==> src/rtl/fifo_test_sequencer_pkg.sv <==
// Shared state encoding, FIFO-test mode codes and LFSR helper for the FIFO test sequencer.
package fifo_test_sequencer_pkg;

    typedef enum logic [2:0] {
        ST_IDLE,
        ST_CLR,
        ST_SETTLE,
        ST_RUN,
        ST_DONE
    } seq_state_t;

    localparam logic [1:0]  MODE_IDLE = 2'b00;
    localparam logic [1:0]  MODE_WR   = 2'b01;
    localparam logic [1:0]  MODE_RW   = 2'b11;

    // Galois form of x^16 + x^14 + x^13 + x^11, shifting right.
    localparam logic [15:0] LFSR_TAPS = 16'hB400;

    function automatic logic [15:0] lfsr_step(input logic [15:0] v);
        return v[0] ? ((v >> 1) ^ LFSR_TAPS) : (v >> 1);
    endfunction

endpackage

==> src/rtl/fifo_test_sequencer_if.sv <==
// Control and status bundle between the sequencer (master) and the dual-clock FIFO test (slave).
interface fifo_test_sequencer_if;

    logic [1:0] mode;
    logic       fifo_aclr;
    logic       any_mismatch;
    logic       rd_empty;
    logic       wr_full;

    modport master (
        output mode, fifo_aclr,
        input  any_mismatch, rd_empty, wr_full
    );

    modport slave (
        input  mode, fifo_aclr,
        output any_mismatch, rd_empty, wr_full
    );

endinterface

==> src/rtl/fifo_test_sequencer_status_sync.sv <==
// Two-flop synchroniser for status bits arriving from the FIFO clock domains.
module status_sync #(
    parameter int WIDTH = 1
) (
    input  logic             clk,
    input  logic             aclr_n,
    input  logic [WIDTH-1:0] d,
    output logic [WIDTH-1:0] q
);

    logic [WIDTH-1:0] meta;

    always_ff @(posedge clk or negedge aclr_n) begin
        if (!aclr_n) begin
            meta <= '0;
            q    <= '0;
        end else begin
            meta <= d;
            q    <= meta;
        end
    end

endmodule

==> src/rtl/fifo_test_sequencer.sv <==
// Sequencer driving mode/fifo_aclr of the dual-clock FIFO test through a fixed, LFSR-jittered schedule.
//   state  | meaning
//   IDLE   | FIFO held in clear, waiting for start
//   CLR    | fifo_aclr high for CLR_CYCLES
//   SETTLE | clear released, mode idle, lets synchronisers flush
//   RUN    | soak phases: even/final = read+write, odd = write-only
//   DONE   | schedule complete, pass valid
module fifo_test_sequencer
    import fifo_test_sequencer_pkg::*;
#(
    parameter int          DWELL_W       = 24,
    parameter int          BASE_DWELL    = 10000000,
    parameter int          NUM_TOGGLES   = 16,
    parameter int          CLR_CYCLES    = 16,
    parameter int          SETTLE_CYCLES = 16,
    parameter int          STALL_CYCLES  = 65535,
    parameter logic [15:0] LFSR_SEED     = 16'hACE1
) (
    input  logic                         clk,
    input  logic                         aclr_n,
    input  logic                         start,
    input  logic                         abort,
    fifo_test_sequencer_if.master        bus,
    output logic                         busy,
    output logic                         done,
    output logic                         pass,
    output logic                         err_mismatch,
    output logic                         err_stall,
    output logic                         err_nofill,
    output logic [7:0]                   phase
);

    localparam int                 STALL_W     = $clog2(STALL_CYCLES + 1);
    localparam logic [7:0]         LAST_TOGGLE = 8'(2 * NUM_TOGGLES);
    localparam logic [7:0]         FINAL_PHASE = 8'(2 * NUM_TOGGLES + 1);
    localparam logic [DWELL_W-1:0] BASE_D      = DWELL_W'(BASE_DWELL);
    localparam logic [DWELL_W-1:0] CLR_LOAD    = DWELL_W'(CLR_CYCLES - 1);
    localparam logic [DWELL_W-1:0] SETTLE_LOAD = DWELL_W'(SETTLE_CYCLES - 1);
    localparam logic [STALL_W-1:0] STALL_MAX   = STALL_W'(STALL_CYCLES);
    localparam logic [STALL_W-1:0] STALL_LAST  = STALL_W'(STALL_CYCLES - 1);

    if (64'(BASE_DWELL) + 64'd15 >= (64'd1 << DWELL_W)) begin : g_bad_dwell
        $error("BASE_DWELL + 15 does not fit in DWELL_W bits");
    end
    if (CLR_CYCLES < 1 || SETTLE_CYCLES < 3) begin : g_bad_timing
        $error("CLR_CYCLES must be >= 1 and SETTLE_CYCLES >= 3");
    end

    seq_state_t         state;
    logic [DWELL_W-1:0] cnt;
    logic [DWELL_W-1:0] dwell_load;
    logic [STALL_W-1:0] stall_cnt;
    logic [15:0]        lfsr;
    logic               reclr;
    logic               full_seen;
    logic [2:0]         status_s;
    logic               mismatch_s, rd_empty_s, wr_full_s;
    logic               in_run, wr_phase, cnt_zero;
    logic               mm_evt, stall_evt, nofill_evt;

    status_sync #(.WIDTH(3)) u_status_sync (
        .clk    (clk),
        .aclr_n (aclr_n),
        .d      ({bus.any_mismatch, bus.rd_empty, bus.wr_full}),
        .q      (status_s)
    );

    assign mismatch_s = status_s[2];
    assign rd_empty_s = status_s[1];
    assign wr_full_s  = status_s[0];

    assign in_run     = (state == ST_RUN);
    assign wr_phase   = phase[0] && (phase != FINAL_PHASE);
    assign cnt_zero   = (cnt == '0);
    assign dwell_load = BASE_D + DWELL_W'(lfsr[3:0]);

    // Events on the last cycle of a phase still count, including into pass.
    assign mm_evt     = in_run && mismatch_s;
    assign stall_evt  = in_run && !wr_phase && rd_empty_s && (stall_cnt == STALL_LAST);
    assign nofill_evt = in_run && wr_phase && cnt_zero && !full_seen && !wr_full_s;

    always_ff @(posedge clk or negedge aclr_n) begin
        if (!aclr_n) begin
            state         <= ST_IDLE;
            bus.mode      <= MODE_IDLE;
            bus.fifo_aclr <= 1'b1;
            busy          <= 1'b0;
            done          <= 1'b0;
            pass          <= 1'b0;
            err_mismatch  <= 1'b0;
            err_stall     <= 1'b0;
            err_nofill    <= 1'b0;
            phase         <= '0;
            lfsr          <= LFSR_SEED;
            cnt           <= '0;
            stall_cnt     <= '0;
            reclr         <= 1'b0;
            full_seen     <= 1'b0;
        end else begin
            err_mismatch <= err_mismatch | mm_evt;
            err_stall    <= err_stall | stall_evt;
            err_nofill   <= err_nofill | nofill_evt;

            if (in_run) begin
                if (wr_phase)
                    full_seen <= full_seen | wr_full_s;
                else if (!rd_empty_s)
                    stall_cnt <= '0;
                else if (stall_cnt != STALL_MAX)
                    stall_cnt <= stall_cnt + 1'b1;
            end

            if (abort) begin
                state         <= ST_IDLE;
                bus.mode      <= MODE_IDLE;
                bus.fifo_aclr <= 1'b1;
                busy          <= 1'b0;
                done          <= 1'b0;
                pass          <= 1'b0;
            end else begin
                case (state)
                    ST_IDLE, ST_DONE: begin
                        if (start) begin
                            err_mismatch  <= 1'b0;
                            err_stall     <= 1'b0;
                            err_nofill    <= 1'b0;
                            phase         <= '0;
                            lfsr          <= LFSR_SEED;
                            reclr         <= 1'b0;
                            state         <= ST_CLR;
                            cnt           <= CLR_LOAD;
                            bus.fifo_aclr <= 1'b1;
                            bus.mode      <= MODE_IDLE;
                            busy          <= 1'b1;
                            done          <= 1'b0;
                            pass          <= 1'b0;
                        end
                    end
                    ST_CLR: begin
                        if (cnt_zero) begin
                            state         <= ST_SETTLE;
                            cnt           <= SETTLE_LOAD;
                            bus.fifo_aclr <= 1'b0;
                        end else begin
                            cnt <= cnt - 1'b1;
                        end
                    end
                    ST_SETTLE: begin
                        if (cnt_zero) begin
                            state     <= ST_RUN;
                            cnt       <= dwell_load;
                            lfsr      <= lfsr_step(lfsr);
                            bus.mode  <= MODE_RW;
                            stall_cnt <= '0;
                            full_seen <= 1'b0;
                        end else begin
                            cnt <= cnt - 1'b1;
                        end
                    end
                    ST_RUN: begin
                        if (!cnt_zero) begin
                            cnt <= cnt - 1'b1;
                        end else if (phase < LAST_TOGGLE) begin
                            phase     <= phase + 1'b1;
                            cnt       <= dwell_load;
                            lfsr      <= lfsr_step(lfsr);
                            bus.mode  <= phase[0] ? MODE_RW : MODE_WR;
                            stall_cnt <= '0;
                            full_seen <= 1'b0;
                        end else if (!reclr) begin
                            reclr         <= 1'b1;
                            phase         <= phase + 1'b1;
                            state         <= ST_CLR;
                            cnt           <= CLR_LOAD;
                            bus.fifo_aclr <= 1'b1;
                            bus.mode      <= MODE_IDLE;
                        end else begin
                            state    <= ST_DONE;
                            bus.mode <= MODE_IDLE;
                            busy     <= 1'b0;
                            done     <= 1'b1;
                            pass     <= !(err_mismatch | mm_evt | err_stall | stall_evt
                                          | err_nofill | nofill_evt);
                        end
                    end
                    default: state <= ST_IDLE;
                endcase
            end
        end
    end

endmodule
==> src/flat_wrapper.sv <==
// flat-port wrapper written by rule: the top's interface ports become plain ports
module fifo_test_sequencer_flat import fifo_test_sequencer_pkg::*;
#(
    parameter int          DWELL_W       = 24,
    parameter int          BASE_DWELL    = 10000000,
    parameter int          NUM_TOGGLES   = 16,
    parameter int          CLR_CYCLES    = 16,
    parameter int          SETTLE_CYCLES = 16,
    parameter int          STALL_CYCLES  = 65535,
    parameter logic [15:0] LFSR_SEED     = 16'hACE1
)
  (clk, aclr_n, start, abort, busy, done, pass, err_mismatch, err_stall, err_nofill, phase, bus_mode, bus_fifo_aclr, bus_any_mismatch, bus_rd_empty, bus_wr_full);
  fifo_test_sequencer_if bus_i ();
  input  logic clk;
  input  logic aclr_n;
  input  logic start;
  input  logic abort;
  output logic busy;
  output logic done;
  output logic pass;
  output logic err_mismatch;
  output logic err_stall;
  output logic err_nofill;
  output logic [7:0] phase;
  output wire logic [$bits(bus_i.mode)-1:0] bus_mode;
  output wire logic [$bits(bus_i.fifo_aclr)-1:0] bus_fifo_aclr;
  input wire logic [$bits(bus_i.any_mismatch)-1:0] bus_any_mismatch;
  input wire logic [$bits(bus_i.rd_empty)-1:0] bus_rd_empty;
  input wire logic [$bits(bus_i.wr_full)-1:0] bus_wr_full;
  assign bus_mode = bus_i.mode;
  assign bus_fifo_aclr = bus_i.fifo_aclr;
  assign bus_i.any_mismatch = bus_any_mismatch;
  assign bus_i.rd_empty = bus_rd_empty;
  assign bus_i.wr_full = bus_wr_full;
  fifo_test_sequencer #(.DWELL_W(DWELL_W), .BASE_DWELL(BASE_DWELL), .NUM_TOGGLES(NUM_TOGGLES), .CLR_CYCLES(CLR_CYCLES), .SETTLE_CYCLES(SETTLE_CYCLES), .STALL_CYCLES(STALL_CYCLES), .LFSR_SEED(LFSR_SEED)) u_core (.clk(clk), .aclr_n(aclr_n), .start(start), .abort(abort), .bus(bus_i), .busy(busy), .done(done), .pass(pass), .err_mismatch(err_mismatch), .err_stall(err_stall), .err_nofill(err_nofill), .phase(phase));
endmodule
==> config.mk <==
export PLATFORM = sky130hd
export DESIGN_NAME = fifo_test_sequencer_flat
export DESIGN_NICKNAME = d
export VERILOG_FILES = /design/src/rtl/fifo_test_sequencer_pkg.sv /design/src/rtl/fifo_test_sequencer_if.sv /design/src/rtl/fifo_test_sequencer_status_sync.sv /design/src/rtl/fifo_test_sequencer.sv /design/src/flat_wrapper.sv
export SDC_FILE = /design/constraint.sdc
export NUM_CORES = 1
export LEC_CHECK = 0
export CORE_ASPECT_RATIO = 1.25
export CORE_MARGIN = 5
export CORE_UTILIZATION = 55
export DETAILED_ROUTE_END_ITERATION = 8
export GPL_TIMING_DRIVEN = 0
export PLACE_DENSITY = 0.74
export SYNTH_ARGS = -nofsm -noshare
export SYNTH_HDL_FRONTEND = slang
export SYNTH_SLANG_ARGS = --single-unit
==> constraint.sdc <==
create_clock -name clk -period 2.2 [get_ports clk]
set_input_delay 0.44 -clock clk [delete_from_list [all_inputs] [get_ports clk]]
set_output_delay 0.44 -clock clk [all_outputs]
set_load 0.02 [all_outputs]
==> results.tsv <==
stage	metric	value	unit
status	outcome	completed	
flow_run	max_cap_viol_count	0	
synthesis	synth_top_area_share	41.4	%
placement	portBuffers	23	
worst_setup_path	start_kind	register	
synthesis	synth.cell_area	4530	sq um
worst_setup_path	cp.required	2.45	ns
timing	hold_viol	0	
timing	fmax	0.463	GHz
final_layout	layout_common_cells	dfrtp_1, nor2_1, o21ai_0, nand2_1, a21oi_1	
clocking	cts_made_buffers	9	
timing	skew	0.0112	ns
clocking	path_clk_slew	0.08	ns
synthesis	synth_cells	462	
synthesis	synthArstFlopShare	100	%
synthesis	yosys-top-cells-area	dfrtp_1, dfstp_2, nor2_1, o21ai_0, a21oi_1	
clocking	cts_tree	done	
timing	period_needed	2.16	ns
final_layout	antenna_cells	0	
synthesis	ys_ff_latch	84	
route	drc_errors	0	
final_layout	area_growth	20.5	%
route	wl_per_cell	18.0	um
clocking	cts-root-buf	clkbuf_8	
clocking	clk_path_buf_depth	2	
floorplan	pin_count	24	
floorplan	chipWidth	91.2	um
clocking	htreeDepth	3	
power_and_ir_drop	p_leak	2.30	nW
placement	hpwl	7380	um
route	routed_wl	11100	um
synthesis	synth_top_cell_by_area	dfrtp_1	
timing	post-route-period-util	98.3	%
grt	antenna_found_initial	0	
route	dr.pass1.iters	5	
synthesis	synth.net_count	475	
floorplan	initial_core_util	55.6	%
placement	routabilityCongestion	0.906	
worst_setup_path	path_class	register to register	
route	drt-initial-drc-count	267	
synthesis	synth_edf_count	0	
synthesis	ys_warn_count	0	
timing	maxSlewHeadroom	56.8	%
route	vias_per_cell	6.45	
timing	whs	0.358	ns
synthesis	ys_types	69	
final_layout	final.fill_count	636	
timing	worstMarginPinSlew	0.646	ns
placement	dp.cells	583	
worst_setup_path	crit_path_max_fanout	8	
synthesis	seq_area_frac_synth	46.6	%
floorplan	core	8150	sq um
clocking	insertion_delay	0.36	ns
floorplan	dieArea	10200	sq um
worst_setup_path	critPathArrivalTime	2.41	ns
power_and_ir_drop	power.total	0.00438	W
power_and_ir_drop	vdd_drop_max	0.489	mV
hold_path	hp-class	register to register	
grt	grt_pass1_wl	18600	um
synthesis	ys.flop_type	dfrtp_1	
worst_setup_path	crit_path_end_kind	register	
final_layout	final_common_cell	dfrtp_1	
final_layout	drive_gt1_share	19.6	%
timing	tns	0	ns
synthesis	synth_area_per_cell	9.81	sq um
route	via_count	3956	
floorplan	die_h	111	um
clocking	cts_sinks	84	
grt	grt_max_degree	61	
final_layout	nNetsFinal	524	
grt	grt_usage	22.1	%
power_and_ir_drop	power.density	803	nW/um^2
timing	final-setup-viol-count	0	
grt	overflow	0	
final_layout	fin_util	67.0	%
grt	grt_pass1_vias	3807	
timing	finalMaxSlewViolations	0	
floorplan	rows	37	
final_layout	stdcell_count	613	
route	antenna_left	0	
==> kinds of logic after synthesis <==
logic type                 share of synthesized area, %
and+or+nand+nor                                    24.1
AOI/OAI and AO/OA                                  21.4
DFF                                                46.6
buffers and inverters                              2.87
xor gates and xnor gates                           2.90
adders and majority gates                          1.66
muxes                                             0.497
==> routing by layer <==
metal,GRT usage [%],share of wire [%],up-vias
li1,-,-,1838
met1,28.6,43,1988
met2,36.7,51,106
met3,3.45,4.1,24
met4,9.00,2.0,0
met5,0,0,-
==> report_power, final <==
group	total (W)	switching [W]	internal (W)
registers	0.00186	0.000172	0.00169
clock network	0.00109	0.000567	0.000528
logic	0.00143	0.000844	0.000583
total	0.00438	0.00158	0.00280
==> sequential cells by signal, indices dropped and copies added, names as in the netlist <==
signal	count
u_core.state	3
u_core.lfsr	16
u_core.bus.fifo_aclr	1
u_core.cnt	24
u_core.err_mismatch	1
u_core.done	1
u_core.u_status_sync.meta	3
u_core.err_nofill	1
u_core.busy	1
u_core.bus.mode	2
u_core.full_seen	1
u_core.stall_cnt	16
u_core.err_stall	1
u_core.u_status_sync.q	3
u_core.reclr	1
u_core.pass	1
u_core.phase	8
==> final cells by class <==
cell class	instances	area, sq um	area share (%)
flip-flops and latches	84	2110	38.7
clock buffers	10	128	2.34
multi-input cells	350	2510	45.9
well taps	97	121	2.22
plain buffers	18	97.6	1.79
repair buffers	38	392	7.17
clock inverters	6	62.6	1.15
inverters	10	37.5	0.687
==> critical path, stage by stage (launching register included) <==
cell	delay (ns)
dfrtp_1	0.48
nor4_4	0.30
buf_4	0.19
and3_2	0.25
nand4b_4	0.20
a211o_4	0.43
a22o_1	0.20
==> cell usage after synthesis (3+ instances only) <==
| library cell | number |
|---|---|
| a211o_1 | 4 |
| a22o_1 | 11 |
| nor2b_1 | 3 |
| and4_1 | 3 |
| nor3b_1 | 3 |
| dfstp_2 | 9 |
| nor2_2 | 3 |
| nor3_2 | 3 |
| xor2_1 | 8 |
| nand3_1 | 15 |
| o211ai_1 | 6 |
| nor2_1 | 57 |
| nor3_1 | 16 |
| and3_1 | 8 |
| ha_1 | 6 |
| clkbuf_1 | 8 |
| a211oi_1 | 9 |
| nor4b_1 | 4 |
| buf_4 | 3 |
| or3_1 | 7 |
| o22a_1 | 12 |
| nor4_1 | 6 |
| o2111ai_1 | 4 |
| inv_1 | 10 |
| nand4_1 | 7 |
| a21oi_1 | 25 |
| a31oi_1 | 9 |
| o31ai_1 | 7 |
| dfrtp_1 | 75 |
| xnor2_1 | 7 |
| or4_1 | 3 |
| o21ai_0 | 32 |
| buf_2 | 5 |
| and2_1 | 3 |
| o21bai_1 | 4 |
| nand2_1 | 25 |
==> final timing paths <==
kind                       slack (ns)                   endpoint                          from  depth (start not counted)
min in group asynchronous        0.54            u_core.phase[5]                        aclr_n                          2
hold / removal                   0.36  u_core.u_status_sync.q[1]  u_core.u_status_sync.meta[1]                          0
setup reg to reg                 0.04            u_core.lfsr[14]                 u_core.cnt[8]                          6
hold reg to reg                  0.36  u_core.u_status_sync.q[1]  u_core.u_status_sync.meta[1]                          0
max in group asynchronous        1.02             u_core.lfsr[0]                        aclr_n                          3
setup / recovery                 0.04            u_core.lfsr[14]                 u_core.cnt[8]                          6
==> what timing repair did <==
action / in CTS / in global routing
endpoints found under the hold margin: 5 / 0
endpoints found under the setup margin: 52 / 56
setup buffers: 5 / 8
pin swaps: 4 / 6
hold buffers: 1 / 0
resized for setup: 17 / 30
==> through the flow <==
| stage | setup WS [ns] | cell area [sq um] |
|---|---|---|
| 6_report | 0.0382 | 5460 |
| 2_1_floorplan | 0.211 | 4530 |
| 3_5_place_dp | -0.428 | 4910 |
| 5_1_grt | -0.00468 | 5460 |
| 3_3_place_gp | -2.25 | 4880 |
| 4_1_cts | 0.0175 | 5250 |
(Power assumes the default switching activity.)
